File: config.mk
export PLATFORM = sky130hd
export DESIGN_NAME = pcpi_dispatch
export DESIGN_NICKNAME = d
export VERILOG_FILES = /design/src/rtl/pcpi_pkg.sv /design/src/rtl/pcpi_decode.sv /design/src/rtl/pcpi_dispatch.sv
export SDC_FILE = /design/constraint.sdc
export NUM_CORES = 1
export LEC_CHECK = 0
export CAP_MARGIN = 20
export CORE_AREA = 2 2 206 208
export CTS_CLUSTER_DIAMETER = 120
export DETAILED_ROUTE_END_ITERATION = 8
export DIE_AREA = 0 0 208 210
export PLACE_DENSITY_LB_ADDON = 0.12
export SLEW_MARGIN = 20
export SYNTH_ARGS = -nofsm -noshare
export SYNTH_HDL_FRONTEND = slang
export SYNTH_SLANG_ARGS = --single-unit
File: constraint.sdc
create_clock -name clock -period 2.5 [get_ports clock]
set_input_delay 0.25 -clock clock [delete_from_list [all_inputs] [get_ports clock]]
set_output_delay 0.25 -clock clock [all_outputs]
set_load 0.01 [all_outputs]
File: src/rtl/pcpi_pkg.sv
// Shared types and constants for the PCPI dispatcher and coprocessor wrappers.
package pcpi_pkg;

    typedef enum logic [1:0] {
        ST_IDLE,
        ST_ISSUE,
        ST_DONE,
        ST_COOL
    } state_e;

    typedef enum logic [1:0] {
        SEL_MUL,
        SEL_DIV,
        SEL_NONE
    } sel_e;

    // M-extension match: opcode bits [6:4] and [2:0], plus funct7
    localparam logic [2:0] M_OPC_HI = 3'b011;
    localparam logic [2:0] M_OPC_LO = 3'b011;
    localparam logic [6:0] M_FUNCT7 = 7'b0000001;

endpackage

File: src/rtl/pcpi_decode.sv
// Combinational instruction decode: picks the coprocessor target for an insn.
module pcpi_decode
    import pcpi_pkg::*;
(
    input  logic [31:0] insn,
    output sel_e        sel
);

    logic is_m;
    logic unused_insn;

    assign is_m = (insn[6:4] == M_OPC_HI) && (insn[2:0] == M_OPC_LO) &&
                  (insn[31:25] == M_FUNCT7);

    assign unused_insn = ^{insn[24:15], insn[13:7], insn[3]};

    // funct3[2] splits MUL* from DIV*/REM*
    always_comb begin
        sel = SEL_NONE;
        if (is_m) begin
            sel = insn[14] ? SEL_DIV : SEL_MUL;
        end
    end

endmodule

File: src/rtl/pcpi_dispatch.sv
// PCPI dispatcher: routes core requests to the multiplier or divider.
// Optional response timeout enabled by defining PCPI_DISPATCH_TIMEOUT_EN.
//
// state    | meaning
// ST_IDLE  | waiting for core_valid; request latched on accept
// ST_ISSUE | selected target valid held high until it answers
// ST_DONE  | one-cycle core_ready pulse with the captured response
// ST_COOL  | one dead cycle so a still-high core_valid cannot re-trigger
module pcpi_dispatch
    import pcpi_pkg::*;
#(
    parameter int XLEN    = 64,
    parameter int TIMEOUT = 127
) (
    input  logic            clock,
    input  logic            reset,
    input  logic            core_valid,
    input  logic [31:0]     core_insn,
    input  logic [XLEN-1:0] core_rs1,
    input  logic [XLEN-1:0] core_rs2,
    output logic            core_ready,
    output logic            core_wb_write,
    output logic [XLEN-1:0] core_wb_data,
    output logic            core_illegal,
    output logic [31:0]     cop_insn,
    output logic [XLEN-1:0] cop_rs1,
    output logic [XLEN-1:0] cop_rs2,
    output logic            mul_valid,
    output logic            div_valid,
    input  logic            mul_ready,
    input  logic            mul_wr,
    input  logic [XLEN-1:0] mul_rd,
    input  logic            div_ready,
    input  logic            div_wr,
    input  logic [XLEN-1:0] div_rd,
    output logic            busy
);

    state_e          state_q, state_d;
    sel_e            sel_q, sel_d, dec_sel;
    logic [31:0]     insn_q, insn_d;
    logic [XLEN-1:0] rs1_q, rs1_d, rs2_q, rs2_d;
    logic [XLEN-1:0] data_q, data_d;
    logic            wr_q, wr_d, ill_q, ill_d;
    logic            tgt_ready, tgt_wr, timed_out;
    logic [XLEN-1:0] tgt_rd;

    pcpi_decode u_decode (
        .insn (core_insn),
        .sel  (dec_sel)
    );

`ifdef PCPI_DISPATCH_TIMEOUT_EN
    localparam int CW = $clog2(TIMEOUT + 1);
    logic [CW-1:0] cnt_q, cnt_d;

    // Fires in the TIMEOUT-th ISSUE cycle, so the valid is high for TIMEOUT cycles
    assign timed_out = (cnt_q == CW'(TIMEOUT - 1));

    always_comb begin
        cnt_d = cnt_q;
        if (state_q == ST_IDLE) begin
            cnt_d = '0;
        end else if (state_q == ST_ISSUE) begin
            cnt_d = cnt_q + CW'(1);
        end
    end

    always_ff @(posedge clock) begin
        if (reset) cnt_q <= '0;
        else       cnt_q <= cnt_d;
    end
`else
    localparam int unused_timeout = TIMEOUT;
    assign timed_out = 1'b0;
`endif

    // Only the selected target is listened to
    always_comb begin
        tgt_ready = 1'b0;
        tgt_wr    = 1'b0;
        tgt_rd    = '0;
        if (sel_q == SEL_MUL) begin
            tgt_ready = mul_ready;
            tgt_wr    = mul_wr;
            tgt_rd    = mul_rd;
        end else if (sel_q == SEL_DIV) begin
            tgt_ready = div_ready;
            tgt_wr    = div_wr;
            tgt_rd    = div_rd;
        end
    end

    always_comb begin
        state_d = state_q;
        sel_d   = sel_q;
        insn_d  = insn_q;
        rs1_d   = rs1_q;
        rs2_d   = rs2_q;
        data_d  = data_q;
        wr_d    = wr_q;
        ill_d   = ill_q;
        unique case (state_q)
            ST_IDLE: begin
                if (core_valid) begin
                    insn_d = core_insn;
                    rs1_d  = core_rs1;
                    rs2_d  = core_rs2;
                    sel_d  = dec_sel;
                    if (dec_sel == SEL_NONE) begin
                        state_d = ST_DONE;
                        wr_d    = 1'b0;
                        data_d  = '0;
                        ill_d   = 1'b1;
                    end else begin
                        state_d = ST_ISSUE;
                    end
                end
            end
            ST_ISSUE: begin
                if (tgt_ready) begin
                    state_d = ST_DONE;
                    wr_d    = tgt_wr;
                    data_d  = tgt_rd;
                    ill_d   = 1'b0;
                end else if (timed_out) begin
                    state_d = ST_DONE;
                    wr_d    = 1'b0;
                    data_d  = '0;
                    ill_d   = 1'b1;
                end
            end
            ST_DONE: state_d = ST_COOL;
            ST_COOL: state_d = ST_IDLE;
            default: state_d = ST_IDLE;
        endcase
    end

    always_ff @(posedge clock) begin
        if (reset) begin
            state_q <= ST_IDLE;
            sel_q   <= SEL_NONE;
            insn_q  <= '0;
            rs1_q   <= '0;
            rs2_q   <= '0;
            data_q  <= '0;
            wr_q    <= 1'b0;
            ill_q   <= 1'b0;
        end else begin
            state_q <= state_d;
            sel_q   <= sel_d;
            insn_q  <= insn_d;
            rs1_q   <= rs1_d;
            rs2_q   <= rs2_d;
            data_q  <= data_d;
            wr_q    <= wr_d;
            ill_q   <= ill_d;
        end
    end

    assign core_ready    = (state_q == ST_DONE);
    assign core_wb_write = core_ready & wr_q;
    assign core_illegal  = core_ready & ill_q;
    assign core_wb_data  = core_ready ? data_q : '0;
    assign cop_insn      = insn_q;
    assign cop_rs1       = rs1_q;
    assign cop_rs2       = rs2_q;
    assign mul_valid     = (state_q == ST_ISSUE) && (sel_q == SEL_MUL);
    assign div_valid     = (state_q == ST_ISSUE) && (sel_q == SEL_DIV);
    assign busy          = (state_q != ST_IDLE);

endmodule

* After elaboration in Yosys (flattened, before gate mapping)
Index checks and enable logic that the tools add are counted.
Operators by class: equality and inequality tests 11, muxes and demuxes 25, bitwise gates (word level) 2, reductions and logical operators 11
Operators by type and width (number):
- $mux W64 | 6
- $pmux W64 S2 | 1
- $mux W1 | 11
- $mux W2 | 4
- $pmux W2 S4 | 1
- $eq A7 B1 Y1 const B | 1
- $eq A2 B2 Y1 const B | 3
- $eq A3 B2 Y1 const B | 2
- $ne A2 B2 Y1 const B | 3
- $eq A2 B1 Y1 const B | 2
- $logic_and A1 B1 Y1 | 4
- $logic_not A2 Y1 | 2
- $pmux W1 S2 | 2
- $reduce_and A2 Y1 | 2
- $reduce_and A4 Y1 | 1
- $reduce_bool A2 Y1 | 2
- $and A1 B1 Y1 | 2
Word-level totals: register bits after elaboration 230, bits of input ports 295, word-level logic and storage cells 57

* Longest topological paths before layout
Gate-level depths: netlist (run 1).
depth after elaboration 8, depth in mapped cells 9, depth with buffers taken out 6

* By module
A second synthesis (run 1) with hierarchy kept.
Second synthesis, totals: cells, all modules 1178, area, all modules 9370.2 um^2
By module, submodules not included:
- pcpi_dispatch | times used 1, cells an instance 1171, area an instance 9312.7 um^2
- pcpi_decode | times used 1, cells an instance 7, area an instance 57.6 um^2

* Worst setup path before layout (run 1)
No wires, ideal clock.
path type input -> register, start point input port core_insn[6], end point register data_q[24], setup time 0.146 ns, arrival time 1.848 ns, required time 2.354 ns, setup slack 0.506 ns, stages on the path 6, cell sequence or4b_1 > o41a_1 > buf_2 > clkbuf_1 > a31oi_1 > a211oi_2
On the way: word-level cells in the longest chain between the ends 7
RTL lines:
- start, declared | RTL line pcpi_dispatch.sv:18 | input logic [31:0] core_insn,
- $eq A3 B2 Y1 | RTL line pcpi_decode.sv:12 | assign is_m = (insn[6:4] == M_OPC_HI) && (insn[2:0] == M_OPC_LO) &&
- $logic_and A1 B1 Y1 (2 in series) | RTL line pcpi_decode.sv:12
- $mux W2 | RTL line pcpi_decode.sv:20 | if (is_m) begin
- $eq A2 B2 Y1 | RTL line pcpi_dispatch.sv:110 | if (dec_sel == SEL_NONE) begin
- $ne A2 B2 Y1 (no line)
- $reduce_and A4 Y1 (no line)
- end signal, assigned | RTL line pcpi_dispatch.sv:155 | data_q <= data_d;
- end, declared | RTL line pcpi_dispatch.sv:43 | logic [XLEN-1:0] data_q, data_d;
Every way passes these cells. A chain may end at the register's enable or synchronous reset.

* Worst setup path in the final report (run 1)
start point register state_q[0], end point output port core_wb_data[9]
On the way: word-level cells in the longest chain between the ends 2
RTL lines:
- start, declared | RTL line pcpi_dispatch.sv:39 | state_e state_q, state_d;
- start signal, assigned | RTL line pcpi_dispatch.sv:150 | state_q <= state_d;
- $eq A2 B2 Y1 | RTL line pcpi_dispatch.sv:161 | assign core_ready = (state_q == ST_DONE);
- $mux W64 | RTL line pcpi_dispatch.sv:164 | assign core_wb_data = core_ready ? data_q : '0;
- end, declared | RTL line pcpi_dispatch.sv:23 | output logic [XLEN-1:0] core_wb_data,
Every way passes these cells.

==> flow_metrics.env, run 1 <==
export IMPL_cts_root_buf="clkbuf_16"
export IMPL_die_width_um=208
export IMPL_syn_area_um2=9390
export IMPL_worst_slew_pin_slew_ps=822
export IMPL_synth_edff_count=0
export IMPL_cts_max_path_buffers=3
export IMPL_grt_setup_unrepaired="true"
export IMPL_fmax_mhz=406
export IMPL_vias=9837
export IMPL_use_met2=0.297
export IMPL_final_nets=1903
export IMPL_cts_tree="yes"
export IMPL_clock_latency_ps=550
export IMPL_first_iter_violations=411
export IMPL_path_clk_slew_ps=60
export IMPL_globalplace_congestion=0.767
export IMPL_post_route_min_period_ps=2460
export IMPL_synth_most_common_cell="nand2_1"
export IMPL_grt_usage=0.177
export IMPL_layout_drive_gt1_share=0.0881
export IMPL_numCtsBuffers=27
export IMPL_critPathMaxFanout=34
export IMPL_synth_seq_cells=230
export IMPL_ys_seq_area_frac=0.490
export IMPL_p_total_w=0.0154
export IMPL_top_usage_layer="met2"
export IMPL_hold_start="core_insn[21]"
export IMPL_io_pins=525
export IMPL_hold_class="primary input to flip-flop"
export IMPL_cp_arrival_ps=2210
export IMPL_start_util=0.226
export IMPL_slew_violations=0
export IMPL_grt_overflow_total=0
export IMPL_synth_nets=1420
export IMPL_yosys_top_cells_area="dfxtp_1, nand2_1, a21oi_1"
export IMPL_io_buffers=524
export IMPL_antenna_left=0
export IMPL_netlist_instances=1121
export IMPL_start_kind="flip-flop"
export IMPL_place_worst_setup_slack_ps=-107
export IMPL_synth_ff_type="dfxtp_1"
export IMPL_h_tree_depth=1
export IMPL_die_area_um2=43700
export IMPL_fin_skew_ps=14.2
export IMPL_grt_pass1_vias=9934
export IMPL_grt_pass1_wl_um=60900
export IMPL_grt_max_degree=97
export IMPL_die_y_um=210
export IMPL_dp_hpwl_um=29400
export IMPL_fp_coreArea_um2=41500
export IMPL_worstReg2RegStart="state_q[0]"
export IMPL_yosysWarnings=0
export IMPL_setup_ws_ps=38.4
export IMPL_cp_startpoint="state_q[0]"
export IMPL_met3_usage=0.0650
export IMPL_wl_per_cell_um=18.9
export IMPL_async_reset_ff_frac=0
export IMPL_final_core_util=0.392
export IMPL_relSlewSlack=0.452
export IMPL_p_per_area_nw_per_um2=945
export IMPL_drv_cap=0
export IMPL_setup_violations=0
export IMPL_netlist_top_cells_count="nand2_1, dfxtp_1, a21oi_1"
export IMPL_synth_area_leader_cell="dfxtp_1"
export IMPL_routed_wl_um=41000
export IMPL_avgSynthCellArea_um2=8.37
export IMPL_viasPerCell=4.54
export IMPL_crit_required_ps=2250
export IMPL_ir_drop_uv=506
export IMPL_dr_pass1_iters=5
export IMPL_end_kind="primary output"
export IMPL_finalHoldViolCount=0
export IMPL_post_route_period_util=0.985
export IMPL_area_growth_pct=73.3
export IMPL_path_class="flip-flop to primary output"
export IMPL_ys_types=34
export IMPL_cts_sinks=230
export IMPL_p_leak_nw=5.77
export IMPL_rows=75
export IMPL_grt_use_met1=0.214
export IMPL_yosysTopAreaCellShare=0.490
export IMPL_status="finished clean"
export IMPL_drcViolationCount=0
export IMPL_grt_antenna_before_repair=3
[path summary, 6_finish.rpt]
| check | slack (ps) | end | cells after the start |
|---|---|---|---|
| worst max-delay path | 40 | core_wb_data[9] | 5 |
| worst min-delay path | 250 | cop_insn[21] | 3 |
| worst max register to register | 340 | data_q[34] | 7 |
| worst min register to register | 450 | cop_insn[11] | 2 |
[per-stage QoR]
stage / hold slack (ps) / std cells / TNS (ps) / cell area (um^2)
floorplan: 386 / 1121 / 0 / 9390
global placement: 441 / 2112 / -2700 / 15400
detailed placement: 445 / 2112 / -3320 / 15400
CTS: 211 / 2162 / -5.75 / 16200
global route: 234 / 2165 / -1400 / 16300
finish: 247 / 2166 / 0 / 16300
[timing repair]
item / in CTS / in global routing
gates cloned: 0 / 1
pin swaps: 1 / 0
hold endpoints to repair: 0 / 0
buffers inserted: 1 / 0
endpoints found under the setup margin: 22 / 47
gates resized for setup: 23 / 0
hold buffers: 0 / 0
[logic make-up (layout without fill, tap and decap cells)]
group                      Yosys count  after routing  share of synthesized area
buffers and inverters              114            617                     0.0501
other                                0              3                          0
and+or+nand+nor                    404            404                      0.183
adders and majority gates            4              4                    0.00533
AOI/OAI and AO/OA                  367            367                      0.269
muxes                                2              2                    0.00213
DFF                                230            230                      0.490
[routing by layer]
layer / vias up / part of all wire
met5: - / 0.00037
met4: 2 / 0.022
met3: 46 / 0.091
met2: 372 / 0.47
met1: 4562 / 0.41
li1: 4855 / -
[worst max-delay path, cell delays in order (launching register included)]
cell and delay, ps:
dfxtp_1 330, inv_1 110, ha_2 280, clkbuf_16 240, and2_1 140, clkdlybuf4s50_1 560
[flip-flops by register name, summed over array words and instances, names as in the netlist]
| signal | cells |
|---|---|
| state_q | 2 |
| ill_q | 1 |
| sel_q | 2 |
| data_q | 64 |
| cop_rs2 | 64 |
| cop_rs1 | 64 |
| wr_q | 1 |
| cop_insn | 32 |
[where the power goes]
part | switching, W | total [W] | leakage [nW] | internal (W)
logic | 0.00349 | 0.00662 | 3.46 | 0.00313
registers | 0.000399 | 0.00487 | 1.89 | 0.00448
clock network | 0.00160 | 0.00388 | 0.421 | 0.00227
[area by class of cell]
class                   count  area, um^2
multi-input cells         777        4360
clock inverters             7        70.1
clock buffers              42         792
fillers                  4273       25200
diodes                      3        7.51
well taps                 539         674
inverters                   3        11.3
flip-flops and latches    230        4600
repair buffers            565        5750
[layout by cell type (no fill, tap or decap), types with 2 or more instances in the layout]
cell             count
nand3_1              2
mux2i_1              2
dfxtp_1            230
clkdlybuf4s50_1    503
a311oi_1             2
nand2_1            322
ha_2                 2
diode_2              3
clkbuf_1             9
clkinv_2             3
a22oi_1             65
a211oi_1            15
a31oi_1             66
clkbuf_8             7
a211oi_2            50
inv_1                3
dlygate4sd2_1       20
and2_1              65
a21oi_1            163
and2_4               2
buf_12              16
clkbuf_16           28
buf_4               24
ha_1                 2
nor2_1               3
Note: power is estimated with default switching activity, not from simulation.
==> run 2, diff against run 1 <==
--- a/config.mk
+++ b/config.mk
@@ -7,7 +7,6 @@
 export LEC_CHECK = 0
 export CAP_MARGIN = 20
 export CORE_AREA = 2 2 206 208
-export CTS_CLUSTER_DIAMETER = 120
 export DETAILED_ROUTE_END_ITERATION = 8
 export DIE_AREA = 0 0 208 210
 export PLACE_DENSITY_LB_ADDON = 0.12
==> results of run 2 <==
Same layout as run 1: the final DEF is identical, and so are final timing and power.
==> run 3, diff against run 2 <==
==> constraint.sdc (replaced) <==
create_clock -name clock -period 2.5 [get_ports clock]
set_input_delay 0.5 -clock clock [delete_from_list [all_inputs] [get_ports clock]]
set_output_delay 0.5 -clock clock [all_outputs]
set_load 0.01 [all_outputs]
==> run 3 against run 2 <==
Cell count did not move. Hold slack improved by 200 ps. Clock-buffer cell count fell by 3. Via count fell by 0.51%. Critical path depth rose by 1. Die area did not move. Sequential share of layout area fell by 0.088 points. Core utilization rose by 0.13 points. Cell area rose by 0.34%. Routed wire length rose by 0.53%.
==> flow_metrics.env, run 3 (synthesized netlist as in run 1, its figures left out) <==
export IMPL_grt_pass1_wl_um=61700
export IMPL_cts_max_path_buffers=3
export IMPL_clock_latency_ps=560
export IMPL_multiInputGateArea_um2=4360
export IMPL_grt_setup_unrepaired="false"
export IMPL_p_leak_nw=6.03
export IMPL_cts_tree="yes"
export IMPL_place_inst=2109
export IMPL_critPathMaxFanout=33
export IMPL_cts_root_buf="clkbuf_16"
export IMPL_layout_common_cells="clkdlybuf4s50_1, nand2_1, dfxtp_1"
export IMPL_final_core_util=0.393
export IMPL_fmax_mhz=419
export IMPL_grt_usage=0.180
export IMPL_post_route_min_period_ps=2390
export IMPL_setup_ws_ps=112
export IMPL_seqCellArea_um2=4610
export IMPL_h_tree_depth=1
export IMPL_hold_start="cop_rs2[10]"
export IMPL_die_width_um=208
export IMPL_p_per_area_nw_per_um2=971
export IMPL_r2r_cells=7
export IMPL_path_class="flip-flop to primary output"
export IMPL_grt_pass1_vias=9919
export IMPL_grt_max_degree=72
export IMPL_crit_required_ps=2000
export IMPL_critPathSlowestCell="dfxtp_2"
export IMPL_layout_drive_gt1_share=0.103
export IMPL_fin_cells=2166
export IMPL_rows=75
export IMPL_grt_antenna_before_repair=3
export IMPL_io_buffers=524
export IMPL_cp_top_family="buffers and inverters"
export IMPL_die_y_um=210
export IMPL_hold_class="flip-flop to flip-flop"
export IMPL_p_total_w=0.0158
export IMPL_path_clk_slew_ps=60
export IMPL_viasPerCell=4.52
export IMPL_status="finished clean"
export IMPL_final_nets=1903
export IMPL_cp_cell_sequence="inv_2 > ha_4 > buf_12 > buf_16 > and2_1 > dlygate4sd2_1"
export IMPL_fin_area_um2=16300
export IMPL_antenna_left=0
export IMPL_crit_buf_inv=4
export IMPL_drcViolationCount=0
export IMPL_globalplace_congestion=0.777
export IMPL_post_route_period_util=0.955
export IMPL_r2r_end="data_q[39]"
export IMPL_cp_arrival_ps=1890
export IMPL_relSlewSlack=0.472
export IMPL_ir_drop_uv=711
export IMPL_grt_overflow_total=0
export IMPL_place_worst_setup_slack_ps=-305
export IMPL_first_iter_violations=527
export IMPL_fin_skew_ps=15.1
export IMPL_min_to="cop_rs2[10]"
export IMPL_slowest_delay_ps=350
export IMPL_vias=9787
export IMPL_end_kind="primary output"
export IMPL_hold_path_depth=2
export IMPL_slew_violations=0
export IMPL_cts_sinks=230
export IMPL_start_util=0.226
export IMPL_worst_slew_pin_slew_ps=792
export IMPL_numCtsBuffers=28
export IMPL_setup_violations=0
export IMPL_die_area_um2=43700
export IMPL_worstReg2RegStart="state_q[1]"
export IMPL_dr_pass1_iters=4
export IMPL_start_kind="flip-flop"
export IMPL_fp_coreArea_um2=41500
export IMPL_dp_hpwl_um=29600
export IMPL_ff2ff_setup_slack_ps=390
export IMPL_area_growth_pct=73.9
export IMPL_finalHoldViolCount=0
export IMPL_wl_per_cell_um=19.0
export IMPL_routed_wl_um=41200
export IMPL_num_fill_cells=4255
export IMPL_final_common_cell="clkdlybuf4s50_1"
export IMPL_io_pins=525
export IMPL_drv_cap=0
export IMPL_postPlaceCellArea_um2=15400
-- run 3: changes by cell type in the layout (fill, tap and decap cells not counted), moves of 3 or more --
cell             previous run  this run
clkdlybuf4s50_1           503       453
buf_4                      24        19
buf_2                       0        17
dlygate4sd2_1              20        52
bufinv_16                   1         4
clkbuf_1                    9         4
buf_12                     16        19
-- run 3: worst max-delay path by stage --
stage	startpoint	end	slack, ps	depth (start not counted)
after floorplan	core_insn[6]	data_q[24]	260	6
final	state_q[0]	core_wb_data[22]	110	6
after CTS	state_q[1]	mul_valid	-0.4	4
after global routing	state_q[0]	core_wb_data[10]	30	6
after detailed placement	core_insn[6]	data_q[8]	-310	6
after global placement	core_insn[30]	data_q[7]	-250	6
-- run 3: worst register-to-register path, stage by stage, from the launching register on --
cell	delay, ps
dfxtp_1	340
inv_1	130
ha_1	190
buf_4	150
or2_2	110
buf_4	570
a31oi_1	310
a211oi_2	230
-- run 3: metal layers --
layer / vias up / wire, um / track usage
li1: 4851 / - / -
met1: 4521 / 17000 / 0.217
met2: 364 / 19300 / 0.297
met3: 51 / 4050 / 0.0705
met4: 0 / 928 / 0.0509
met5: - / 0 / 0
-- run 3: power breakdown --
part           total (W)  switching, W  leakage [nW]  internal, W
clock network    0.00434       0.00167         0.479      0.00267
registers        0.00487      0.000394          1.89      0.00448
logic            0.00664       0.00354          3.66      0.00310
total             0.0158       0.00560          6.03       0.0102
-- run 3: repair_timing --
item	CTS	global route
pin swaps	1	0
cloned	2	0
gates resized for setup	126	2
endpoints found under the setup margin	70	1
buffers inserted	2	0
hold buffers	0	0
-- run 3: area by class of cell --
type | instances | share of cell area
clock inverter | 11 | 0.0105
tap | 539 | 0.0413
antenna | 3 | 0.000460
clock buffer | 39 | 0.0498
inverter | 3 | 0.000690
timing repair buffer | 564 | 0.348
multi-input combinational | 777 | 0.267
sequential | 230 | 0.282
-- run 3: per-stage QoR --
stage	hold WS, ps	TNS [ps]
global placement	441	-13930
finish	451	0
CTS	448	-0.414
floorplan	466	0
detailed placement	446	-15580
global route	467	0
